<file path="src/rtl/seven_seg_scan_decoder.sv">
// Snoops a multiplexed active-low 7-segment bus and rebuilds the BCD digit and DP of every
// position. Publishes a complete frame once each position has been captured while stable.
module seven_seg_scan_decoder #(
    parameter int unsigned DIGITS = 4,
    parameter int unsigned SETTLE = 2
) (
    input  logic                  clk,
    input  logic                  rst,
    input  logic [DIGITS-1:0]     an,
    input  logic [7:0]            seg,
    output logic [4*DIGITS-1:0]   digits,
    output logic [DIGITS-1:0]     dp_out,
    output logic                  frame_valid,
    output logic                  frame_err,
    output logic                  an_err
);

    localparam logic [DIGITS-1:0] Lsb = DIGITS'(1);

    logic [DIGITS-1:0]      s_an;
    logic [7:0]             s_seg;
    logic [3:0]             cnt;
    logic [DIGITS-1:0]      seen;
    logic [DIGITS-1:0][3:0] shadow;
    logic [DIGITS-1:0]      shadow_dp;
    logic [DIGITS-1:0]      shadow_err;

    logic [DIGITS-1:0]      sel;
    logic                   one_hot;
    logic                   multi_low;
    logic                   same;
    logic                   stable;
    logic                   cap;
    logic                   frame;
    logic [3:0]             dec;
    logic                   dec_err;
    logic [3:0]             cnt_d;
    logic [DIGITS-1:0]      seen_d;
    logic [DIGITS-1:0][3:0] shadow_d;
    logic [DIGITS-1:0]      shadow_dp_d;
    logic [DIGITS-1:0]      shadow_err_d;

    // The registered sample is the "prior" copy for the incoming value, so a match here means
    // the next sample pair will be identical; this gives capture exactly SETTLE edges after
    // the first sample of a steady input.
    always_comb begin
        sel       = ~s_an;
        multi_low = (sel & (sel - Lsb)) != '0;
        one_hot   = (sel != '0) && !multi_low;
        same      = (an == s_an) && (seg == s_seg);
        stable    = same && one_hot;
        cap       = stable && (cnt >= 4'(SETTLE - 1));
    end

    always_comb begin
        dec_err = 1'b0;
        unique case (s_seg[7:1])
            7'b0000001: dec = 4'd0;
            7'b1001111: dec = 4'd1;
            7'b0010010: dec = 4'd2;
            7'b0000110: dec = 4'd3;
            7'b1001100: dec = 4'd4;
            7'b0100100: dec = 4'd5;
            7'b0100000: dec = 4'd6;
            7'b0001111: dec = 4'd7;
            7'b0000000: dec = 4'd8;
            7'b0000100: dec = 4'd9;
            default: begin
                dec     = 4'hF;
                dec_err = 1'b1;
            end
        endcase
    end

    always_comb begin
        cnt_d        = 4'd0;
        seen_d       = seen;
        shadow_d     = shadow;
        shadow_dp_d  = shadow_dp;
        shadow_err_d = shadow_err;
        if (stable) begin
            cnt_d = (cnt < 4'(SETTLE)) ? cnt + 4'd1 : cnt;
        end
        if (cap) begin
            for (int unsigned i = 0; i < DIGITS; i++) begin
                if (sel[i]) begin
                    shadow_d[i]     = dec;
                    shadow_dp_d[i]  = ~s_seg[0];
                    shadow_err_d[i] = dec_err;
                    seen_d[i]       = 1'b1;
                end
            end
        end
        frame = cap && (&seen_d);
    end

    always_ff @(posedge clk) begin
        if (rst) begin
            s_an        <= '1;
            s_seg       <= '1;
            cnt         <= 4'd0;
            seen        <= '0;
            shadow      <= '0;
            shadow_dp   <= '0;
            shadow_err  <= '0;
            digits      <= '0;
            dp_out      <= '0;
            frame_valid <= 1'b0;
            frame_err   <= 1'b0;
            an_err      <= 1'b0;
        end else begin
            s_an        <= an;
            s_seg       <= seg;
            cnt         <= cnt_d;
            shadow      <= shadow_d;
            shadow_dp   <= shadow_dp_d;
            frame_valid <= frame;
            if (multi_low) begin
                an_err <= 1'b1;
            end
            if (frame) begin
                digits     <= shadow_d;
                dp_out     <= shadow_dp_d;
                frame_err  <= |shadow_err_d;
                seen       <= '0;
                shadow_err <= '0;
            end else begin
                seen       <= seen_d;
                shadow_err <= shadow_err_d;
            end
        end
    end

endmodule

</file>
<file path="config.mk">
export PLATFORM = sky130hd
export DESIGN_NAME = seven_seg_scan_decoder
export DESIGN_NICKNAME = d
export VERILOG_FILES = /design/src/rtl/seven_seg_scan_decoder.sv
export SDC_FILE = /design/constraint.sdc
export NUM_CORES = 1
export LEC_CHECK = 0
export CAP_MARGIN = 20
export CORE_AREA = 2 2 81 83
export DETAILED_ROUTE_END_ITERATION = 8
export DIE_AREA = 0 0 83 85
export PLACE_DENSITY = 0.74
export SYNTH_ARGS = -nofsm -noshare
export SYNTH_HDL_FRONTEND = slang
export SYNTH_SLANG_ARGS = --single-unit
export TNS_END_PERCENT = 10
</file>
<file path="constraint.sdc">
create_clock -name clk -period 2.2 [get_ports clk]
set_input_delay 0.22 -clock clk [delete_from_list [all_inputs] [get_ports clk]]
set_output_delay 0.22 -clock clk [all_outputs]
set_load 0.1 [all_outputs]
</file>
==> flow_summary.toml, run 1 <==
[timing]
hold_ws_ns = 0.169
finalWorstSetupSlack_ns = 0.00947
fin_worst_skew_ns = 0.0116
drv_slew = 0
worstMarginPinSlew_ns = 0.412
setup_viol = 0
finalHoldViolCount = 0
fmax_mhz = 457
finalCritPeriodShare = 0.996
slew_headroom = 0.721
rsz0062_at_grt = "true"
fin_crit_ns = 2.19

[clock_tree]
root_buffer = "clkbuf_8"
clk_pin_slew_ns = 0.08
clockBufferDepth = 2
cts_tree = "built"
insertion_delay_ns = 0.35
post_cts_buffers = 0
cts_made_buffers = 9
cts_sinks = 67
htreeDepth = 3

[synthesis]
synthMuxAreaShare = 0.0506
synth_top_family_by_area = "simple AND/OR/NAND/NOR gates"
synth_edf_count = 0
syn_area_um2 = 2970
yosysWarnings = 0
yosysSeqAreaShare = 0.452
synth_area_leaders = "dfxtp_1 45%, nor2_1 5.6%, mux2i_1 5.1%"
synth.most_common_cell = "dfxtp_1"
async_flop_share = 0
syn-num-nets = 331
ys_top_cells_by_count = "67 x dfxtp_1, 44 x nor2_1, 17 x a21oi_1"
ys_seq_elements = 67
avgSynthCellArea_um2 = 9.45
synthFlopType = "dfxtp_1"
yosys.cell_types.count = 50
synth_top_area_frac = 0.452
synth-compound-area-share = 0.144
synth_xor_xnor_area_share = 0.0438
synthSimpleGateAreaFrac = 0.251
syn_inst = 314
synth_top_cell_by_area = "dfxtp_1"
synth_adder_area_share = 0.0126

[grt]
antenna_found_initial = 0
grt_max_degree = 21
grt_pass1_vias = 2410
grt_pass1_wl_um = 11500
grt_util_all_layers = 0.206
overflow = 0

[hold_path]
hold_start = "rst"
hold_class = "in2reg"

[power]
p_leak_nw = 1.53
total_power_mw = 2.48
ir_drop_mv = 0.408
power.density_nw_per_um2 = 642

[critical_path]
cp_slowest_stage_delay_ns = 0.61
path_max_fanout = 3
worstSetupPathType = "reg2reg"
start_kind = "register"
critPathRequiredTime_ns = 2.43
end_kind = "register"
cp_num_buf_inv = 0
reg2reg_from = "s_seg[4]$_SDFF_PP1_"
crit_family = "compound AO/OA/AOI/OAI gates"
startpoint = "s_seg[4]$_SDFF_PP1_"
cp.arrival_ns = 2.42
slowest_stage = "or4b_2"
crit_chain = "nor2_2, or4b_2, a31oi_2, o21ai_0, o311ai_1, a21oi_1"

[drt]
drt_first_pass_iters = 4
wl_per_cell_um = 14.5
drt_iter0_drc = 143
wl_um = 6810
viasPerCell = 5.24
route.antenna.remaining_nets = 0
drc = 0
num_vias = 2470

[floorplan]
die_width_um = 83
start_util = 0.478
die_y_um = 85
coreArea_um2 = 6200
dieArea_um2 = 7060
io_pins = 37
rows = 29

[placement]
place_ws_ns = -0.330
place_congestion = 0.862
portBuffers = 36
post-place-cells = 455
dp_hpwl_um = 5020

[final_layout]
multiInputGateArea_um2 = 1500
final_core_util = 0.622
layout.cells.non_filler = 471
register_area_um2 = 1340
nFillCells = 506
drive_above_1_share = 0.312
areaGrowthSynthToFinish_pct = 30.1
num_antenna_cells = 0
nets = 406

[flow_run]
cap_violations = 0

[outcome]
outcome = "finished, final reports clean"
[through the flow]
stage          area (um^2)  setup TNS [ns]
3_5_place_dp          3650           -9.06
5_1_grt               3860          -0.331
2_1_floorplan         2970               0
3_3_place_gp          3650           -8.03
4_1_cts               3850               0
6_report              3860               0
[report_power, final]
group / leakage, nW / switching [mW] / total (mW) / internal [mW]
registers: 0.543 / 0.0140 / 1.24 / 1.23
clock network: 0.101 / 0.518 / 1.06 / 0.540
logic: 0.881 / 0.0978 / 0.180 / 0.0823
total: 1.53 / 0.630 / 2.48 / 1.85
[cells by family (layout without fill, tap and decap cells)]
kind of cell / Yosys count / count (layout)
DFF: 67 / 67
xor gates and xnor gates: 14 / 14
adders and majority gates: 3 / 3
AOI/OAI and AO/OA: 62 / 62
muxes: 15 / 15
buffers and inverters: 30 / 110
and+or+nand+nor: 123 / 123
[per-layer routing]
layer  vias to the layer above  GRT usage  share of wire
li1                       1249          -              -
met1                      1169      0.267           0.48
met2                        43      0.324           0.46
met3                         9     0.0681          0.040
met4                         0     0.0700          0.015
met5                         -          0              0
[repair_timing]
item | 4_1_cts | 5_1_grt
gates resized for setup | 1 | 3
cloned | 0 | 0
hold buffers | 0 | 0
endpoints found under the setup margin | 1 | 19
[final timing paths]
check                                          endpoint  slack, ns  depth (start not counted)
worst max register to register   digits[3]$_SDFFE_PP0P_      0.009                          6
worst max-delay path             digits[3]$_SDFFE_PP0P_      0.009                          6
worst min register to register  digits[13]$_SDFFE_PP0P_       0.47                          2
worst min-delay path             digits[5]$_SDFFE_PP0P_       0.17                          2
[final cells by class]
cell class | instances | share of cell area
multi-input combinational | 217 | 0.389
sequential | 67 | 0.347
timing repair buffer | 83 | 0.175
clock buffer | 9 | 0.0321
tap | 77 | 0.0250
clock inverter | 7 | 0.0211
inverter | 11 | 0.0107
[layout by cell type (no fill, tap or decap), types with 10 or more instances in the layout]
| master | instances |
|---|---|
| a21oi_1 | 17 |
| dfxtp_1 | 67 |
| nor2_1 | 42 |
| xor2_1 | 10 |
| o21ai_0 | 10 |
| nand2_1 | 12 |
| buf_4 | 68 |
| inv_1 | 11 |
| nand2b_1 | 11 |
| mux2i_1 | 14 |
| clkdlybuf4s50_1 | 12 |
| or2_2 | 12 |
[worst reg2reg max path, stage by stage (launching register included)]
cell	delay, ns
dfxtp_1	0.33
nor2_2	0.16
or4b_2	0.61
a31oi_2	0.29
o21ai_0	0.17
o311ai_1	0.40
a21oi_1	0.12
[registers in the layout (all words and copies together), names as in the netlist]
signal,flops
shadow,16
frame_valid,1
dp_out,4
shadow_err,4
cnt,4
an_err,1
s_seg,8
frame_err,1
s_an,4
shadow_dp,4
seen,4
digits,16
No activity file was read; power rests on OpenSTA's default activity.
==> inputs of run 2 (changes only) <==
Settings changed: HOLD_SLACK_MARGIN set to 0.15, SLEW_MARGIN set to 20.
==> results of run 2 <==
Same layout as run 1: the final DEF is identical, and so are final timing and power.
==> inputs of run 3 (changes only) <==
Settings changed: CORE_AREA 2 2 81 83 to 2 2 73 75, DIE_AREA 0 0 83 85 to 0 0 75 77, DONT_BUFFER_PORTS set to 1, PLACE_DENSITY 0.74 to 0.75, SLEW_MARGIN 20 to 25.
Clock period 2.2 ns to 2.3 ns, I/O delays scaled along.
==> run 3 against run 2 <==
Against the previous run: via count fell by 2.5%; flip-flop and latch count unchanged; clock-buffer cell count rose by 1; sequential share of layout area increased by 1.5 points; largest cell class unchanged.
==> flow_summary.toml, run 3 (synthesis gave the netlist of run 1 again) <==
[final_layout]
drive_above_1_share = 0.262
nets = 379
final_core_util = 0.743
final_cell_mix = "66 x dfxtp_1, 43 x nor2_1, 42 x buf_4"
layout.cells.non_filler = 436
areaGrowthSynthToFinish_pct = 24.7
layout_commonest_cell = "dfxtp_1"
postLayoutCellArea_um2 = 3700
nFillCells = 383
num_antenna_cells = 0
reg_top3 = "digits: 16 flops, shadow: 16 flops, s_seg: 8 flops"

[power]
ir_drop_mv = 0.582
p_leak_nw = 1.42
total_power_mw = 2.49
power.density_nw_per_um2 = 672

[drt]
drc = 0
route.antenna.remaining_nets = 0
wl_um = 6680
wl_per_cell_um = 15.3
num_vias = 2409
drt_iter0_drc = 115
viasPerCell = 5.53
drt_first_pass_iters = 4

[timing]
tns_ns = 0
slew_headroom = 0.531
fin_crit_ns = 2.23
finalHoldViolCount = 0
fmax_mhz = 449
worstMarginPinSlew_ns = 0.701
drv_slew = 0
finalCritPeriodShare = 0.968
setup_viol = 0
fin_worst_skew_ns = 0.00646

[floorplan]
die_y_um = 77
die_width_um = 75
io_pins = 37
coreArea_um2 = 4980
start_util = 0.596
dieArea_um2 = 5780
rows = 26

[clock_tree]
clk_pin_slew_ns = 0.07
cts_made_buffers = 9
root_buffer = "clkbuf_8"
cts_tree = "built"
htreeDepth = 3
insertion_delay_ns = 0.35
clockBufferDepth = 2
cts_sinks = 67

[critical_path]
cp.arrival_ns = 2.46
path_max_fanout = 6
end_kind = "register"
start_kind = "register"
r2r_cells = 7
critPathRequiredTime_ns = 2.53
worstSetupPathType = "reg2reg"

[placement]
portBuffers = 0
place_congestion = 0.838
placed_area_um2 = 3280
post-place-cells = 406
dp_hpwl_um = 4320

[hold_path]
hold_class = "in2reg"
min_path_cells = 2

[grt]
antenna_found_initial = 0
grt_pass1_wl_um = 11100
grt_util_all_layers = 0.253
overflow = 0
grt_pass1_vias = 2341
grt_max_degree = 59

[outcome]
outcome = "finished, final reports clean"

[flow_run]
cap_violations = 0
-- run 3: cell types whose count changed in the layout (fill, tap and decap cells not counted), sizes merged --
cell	previous run	this run
dlygate4sd3	0	12
clkdlybuf4s50	12	0
inv	15	11
clkbuf	9	10
buf	71	44
bufinv	1	3
-- run 3: timing repair --
| item | 4_1_cts | 5_1_grt |
|---|---|---|
| pin swaps | 0 | 2 |
| hold endpoints to repair | 58 | 0 |
| hold buffers | 13 | 0 |
| buffers inserted | 0 | 2 |
| setup endpoints to repair | 2 | 32 |
| gates resized for setup | 1 | 11 |
-- run 3: report_power, final --
| group | switching [mW] | internal (mW) | total, mW |
|---|---|---|---|
| clock network | 0.436 | 0.712 | 1.15 |
| logic | 0.0815 | 0.0651 | 0.147 |
| registers | 0.0177 | 1.17 | 1.19 |
-- run 3: final timing paths --
path                          start                endpoint  slack, ns
max              s_an[0]$_SDFF_PP1_  digits[0]$_SDFFE_PP0P_       0.07
min reg2reg  digits[3]$_SDFFE_PP0P_  digits[3]$_SDFFE_PP0P_       0.48
max reg2reg      s_an[0]$_SDFF_PP1_  digits[0]$_SDFFE_PP0P_       0.07
min                             rst  frame_valid$_SDFF_PP0_       0.16
-- run 3: final cells by class --
class                      instances  area (um^2)  area share
timing repair buffer              56          475       0.129
sequential                        67         1340       0.363
multi-input combinational        217         1520       0.412
tap                               70         87.6      0.0237
clock inverter                     5          103      0.0277
clock buffer                      10          128      0.0345
inverter                          11         41.3      0.0112
-- run 3: through the flow --
step | setup slack, ns | hold WS, ns
after floorplan | 0.195 | 0.337
final | 0.0743 | 0.160
after detailed placement | -0.0279 | 0.303
after CTS | 0.0270 | 0.194
after global placement | 0.0452 | 0.304
after global routing | -0.0208 | 0.171
-- run 3: metal layers --
| metal | track usage | wire [um] |
|---|---|---|
| met3 | 0.0565 | 371 |
| met4 | 0.118 | 182 |
| met1 | 0.343 | 3060 |
| met2 | 0.377 | 3070 |
| met5 | 0 | 0 |
-- run 3: critical path, stage by stage (launching register included) --
cell	delay, ns
dfxtp_1	0.44
xor2_1	0.15
nor4_4	0.43
nand2_4	0.18
nor4_4	0.31
buf_4	0.21
mux2i_1	0.27
o22ai_1	0.12
==> RTL change (config.mk and constraints of run 2) <==
Register the inputs `an` and `seg` before use. The logic sees them one clock later.
--- a/src/rtl/seven_seg_scan_decoder.sv
+++ b/src/rtl/seven_seg_scan_decoder.sv
@@ -18,2 +18,10 @@
     localparam logic [DIGITS-1:0] Lsb = DIGITS'(1);
+
+    logic [DIGITS-1:0] an_q;
+    logic [7:0] seg_q;
+
+    always_ff @(posedge clk) begin
+        an_q  <= an;
+        seg_q <= seg;
+    end
 
@@ -49,3 +57,3 @@
         one_hot   = (sel != '0) && !multi_low;
-        same      = (an == s_an) && (seg == s_seg);
+        same      = (an_q == s_an) && (seg_q == s_seg);
         stable    = same && one_hot;
@@ -111,4 +119,4 @@
         end else begin
-            s_an        <= an;
-            s_seg       <= seg;
+            s_an        <= an_q;
+            s_seg       <= seg_q;
             cnt         <= cnt_d;
Function: changed (Yosys sat finds a counterexample within 4 cycles, from zero or initial values and one cycle with rst high).
==> RTL change against run 2 <==
Setup slack got worse by 0.097 ns; the flow now finishes with violations (negative setup slack); total power increased by 14%; hold slack gained 0.057 ns; clock power rose by 12%; final area up 2.6%; area after synthesis up 5.9%; sequential cell count is 12 higher; wire length fell by 3.0%.
==> RTL change: results (changes against run 2) <==
Synth:
- The total nets after synthesis was 333 (+0.60%).
- In the synthesized netlist, the cells that appear most often are 79 x sky130_fd_sc_hd__dfxtp_1, 53 x sky130_fd_sc_hd__nor2_1, 19 x sky130_fd_sc_hd__nor3_1.
- The adder and majority gate portion of the synthesized area is 1.51% (+0.25 points).
- The complex-gate fraction of the synthesized area is 11.9% (-2.6 points).
- The number of distinct standard cells referenced by the synthesized netlist is 46 (-8.0%).
- The mux share of post-synthesis cell area is 3.82% (-1.2 points).
- After synthesis, the cell types taking the most area are sky130_fd_sc_hd__dfxtp_1 50%, sky130_fd_sc_hd__nor2_1 6.3%, sky130_fd_sc_hd__mux2i_1 3.8%.
- The post-synthesis cell count is 316 (+0.64%).
- The sequential share of the synthesized area is 50.3% (+5.1 points).
- The synthesized-area fraction occupied by xor and xnor cells was 3.62% (-0.76 points).

Placement:
- The weighted congestion reported at the end of routability-driven placement is 0.886 (+2.7%).
- The post-placement setup slack is -0.131 ns (+0.199 ns).
- The total instance count after detailed placement came to 436 (-4.2%).
- The half-perimeter wire length after detailed placement came to 4.58 mm (-8.7%).

STA:
- The setup-violating endpoint count in the final report was 19 (+19).
- The setup slack after layout is -0.0877 ns (-0.0971 ns).
- The measured slew at the worst slew-check pin was 0.591 ns (+0.179 ns).
- The final clock skew is 0.0134 ns (+0.00176 ns).

Setup path:
- The last element of the critical path is frame_err.
- The maximum fanout along the worst path is 6 (+3).
- The first element of the critical path is s_an[0].
- Broken down by cell family, the worst path's largest delay share belongs to simple AND/OR/NAND/NOR gates.
- The delay of the slowest cell on the worst path was 0.55 ns (-0.06 ns).
- The worst-path cell with the longest stage delay is sky130_fd_sc_hd__or4_4.
- The logic depth of the worst register-to-register path is 7 (+1).

Global routing:
- The wire length of the first global-routing pass is 11.1 mm (-4.0%).
- The met2 track demand over resource came to 32.8% (+0.44 points).
- The largest net degree at the start of global routing is 47 (+120%).
- The routing usage on met3 was 5.25% (-1.6 points).
- The total track usage was 19.9% (-0.70 points).

Detailed routing:
- The met2 wirelength from detailed routing is 3.21 mm (+1.6%).
- The total number of vias is 2456 (-0.57%).
- The routed length per instance is 14.5 um (+0.61%).
- The total met3 wirelength after detailed routing is 256 um (-4.8%).
- The via-per-instance ratio is 5.41 (+3.2%).

Run status:
- The final reports fail on negative setup slack.
- The run finished, with violations left.

Cells and area:
- The layout cell share with drive strength beyond 1 was 31.0% (-0.18 points).
- The number of nets in the layout is 389 (-4.2%).

CTS:
- The tree is rooted in a sky130_fd_sc_hd__clkbuf_8.
- The maximum count of clock buffers along a single path came to 2 (unchanged).

Pwr:
- The cell leakage power is 0.00148 uW (-2.8%).
- The internal power is 2210 uW (+19%).
[RTL change: changes by cell type in the layout (fill, tap and decap cells not counted), moves of 5 or more]
cell / before / now
sky130_fd_sc_hd__a211oi_1: 8 / 1
sky130_fd_sc_hd__a21oi_1: 17 / 9
sky130_fd_sc_hd__buf_4: 68 / 52
sky130_fd_sc_hd__dfxtp_1: 67 / 76
sky130_fd_sc_hd__nand2_1: 12 / 3
sky130_fd_sc_hd__nand4_1: 6 / 1
sky130_fd_sc_hd__nor2_1: 42 / 47
sky130_fd_sc_hd__nor3_1: 9 / 18
sky130_fd_sc_hd__o21ai_0: 10 / 4
sky130_fd_sc_hd__o22ai_1: 7 / 1
sky130_fd_sc_hd__o32ai_1: 0 / 12
sky130_fd_sc_hd__or4_4: 0 / 5
[RTL change: worst min-delay path by stage]
stage / slack (ns) / from / cells past startpoint / endpoint
3_3_place_gp: 0.44 / seen[0] / 2 / seen[0]
4_1_cts: 0.21 / rst / 2 / shadow[2]
2_1_floorplan: 0.25 / an[0] / 0 / an_q[0]
5_1_grt: 0.24 / rst / 2 / shadow[2]
3_5_place_dp: 0.45 / seg_q[0] / 1 / s_seg[0]
6_report: 0.23 / rst / 2 / shadow[2]
[RTL change: kinds of logic (layout without fill, tap and decap cells)]
family,count (synthesis),in the layout
compound gates,46,46
xor+xnor,13,13
fa+ha+maj,4,4
buf+inv,32,92
flops,79,79
mux,12,12
simple gates,130,131
[RTL change: what timing repair did]
item | CTS | global route
cloned | 1 | 0
resized for setup | 10 | 4
setup endpoints to repair | 29 | 49
pin swaps | 4 | 6
setup buffers | 1 | 0
[RTL change: stage by stage]
stage	instance area (um^2)	TNS [ns]	utilization (%)	total power [uW]
4_1_cts	3950	-0.626	63.6	2840
3_5_place_dp	3680	-1.20	59.3	1670
3_3_place_gp	3680	-0.371	59.3	1660
6_report	3960	-0.724	63.8	2830
2_1_floorplan	3160	-0.940	-	1610
5_1_grt	3960	-5.38	63.8	2930
[RTL change: power groups by stage]
stage | clock (uW) | sequential [uW] | combinational, uW
after floorplan | 0 | 1510 | 96.0
after global placement | 0 | 1510 | 155
after CTS | 1200 | 1480 | 164
after global routing | 1270 | 1480 | 178
after detailed placement | 0 | 1510 | 156
final | 1190 | 1480 | 165
[RTL change: final cells by class]
class	count	area, um^2
inverters	9	33.8
clock inverters	5	81.3
repair buffers	67	547
multi-input cells	206	1480
clock buffers	11	141
fillers	497	2240
well taps	77	96.3
flip-flops and latches	79	1590
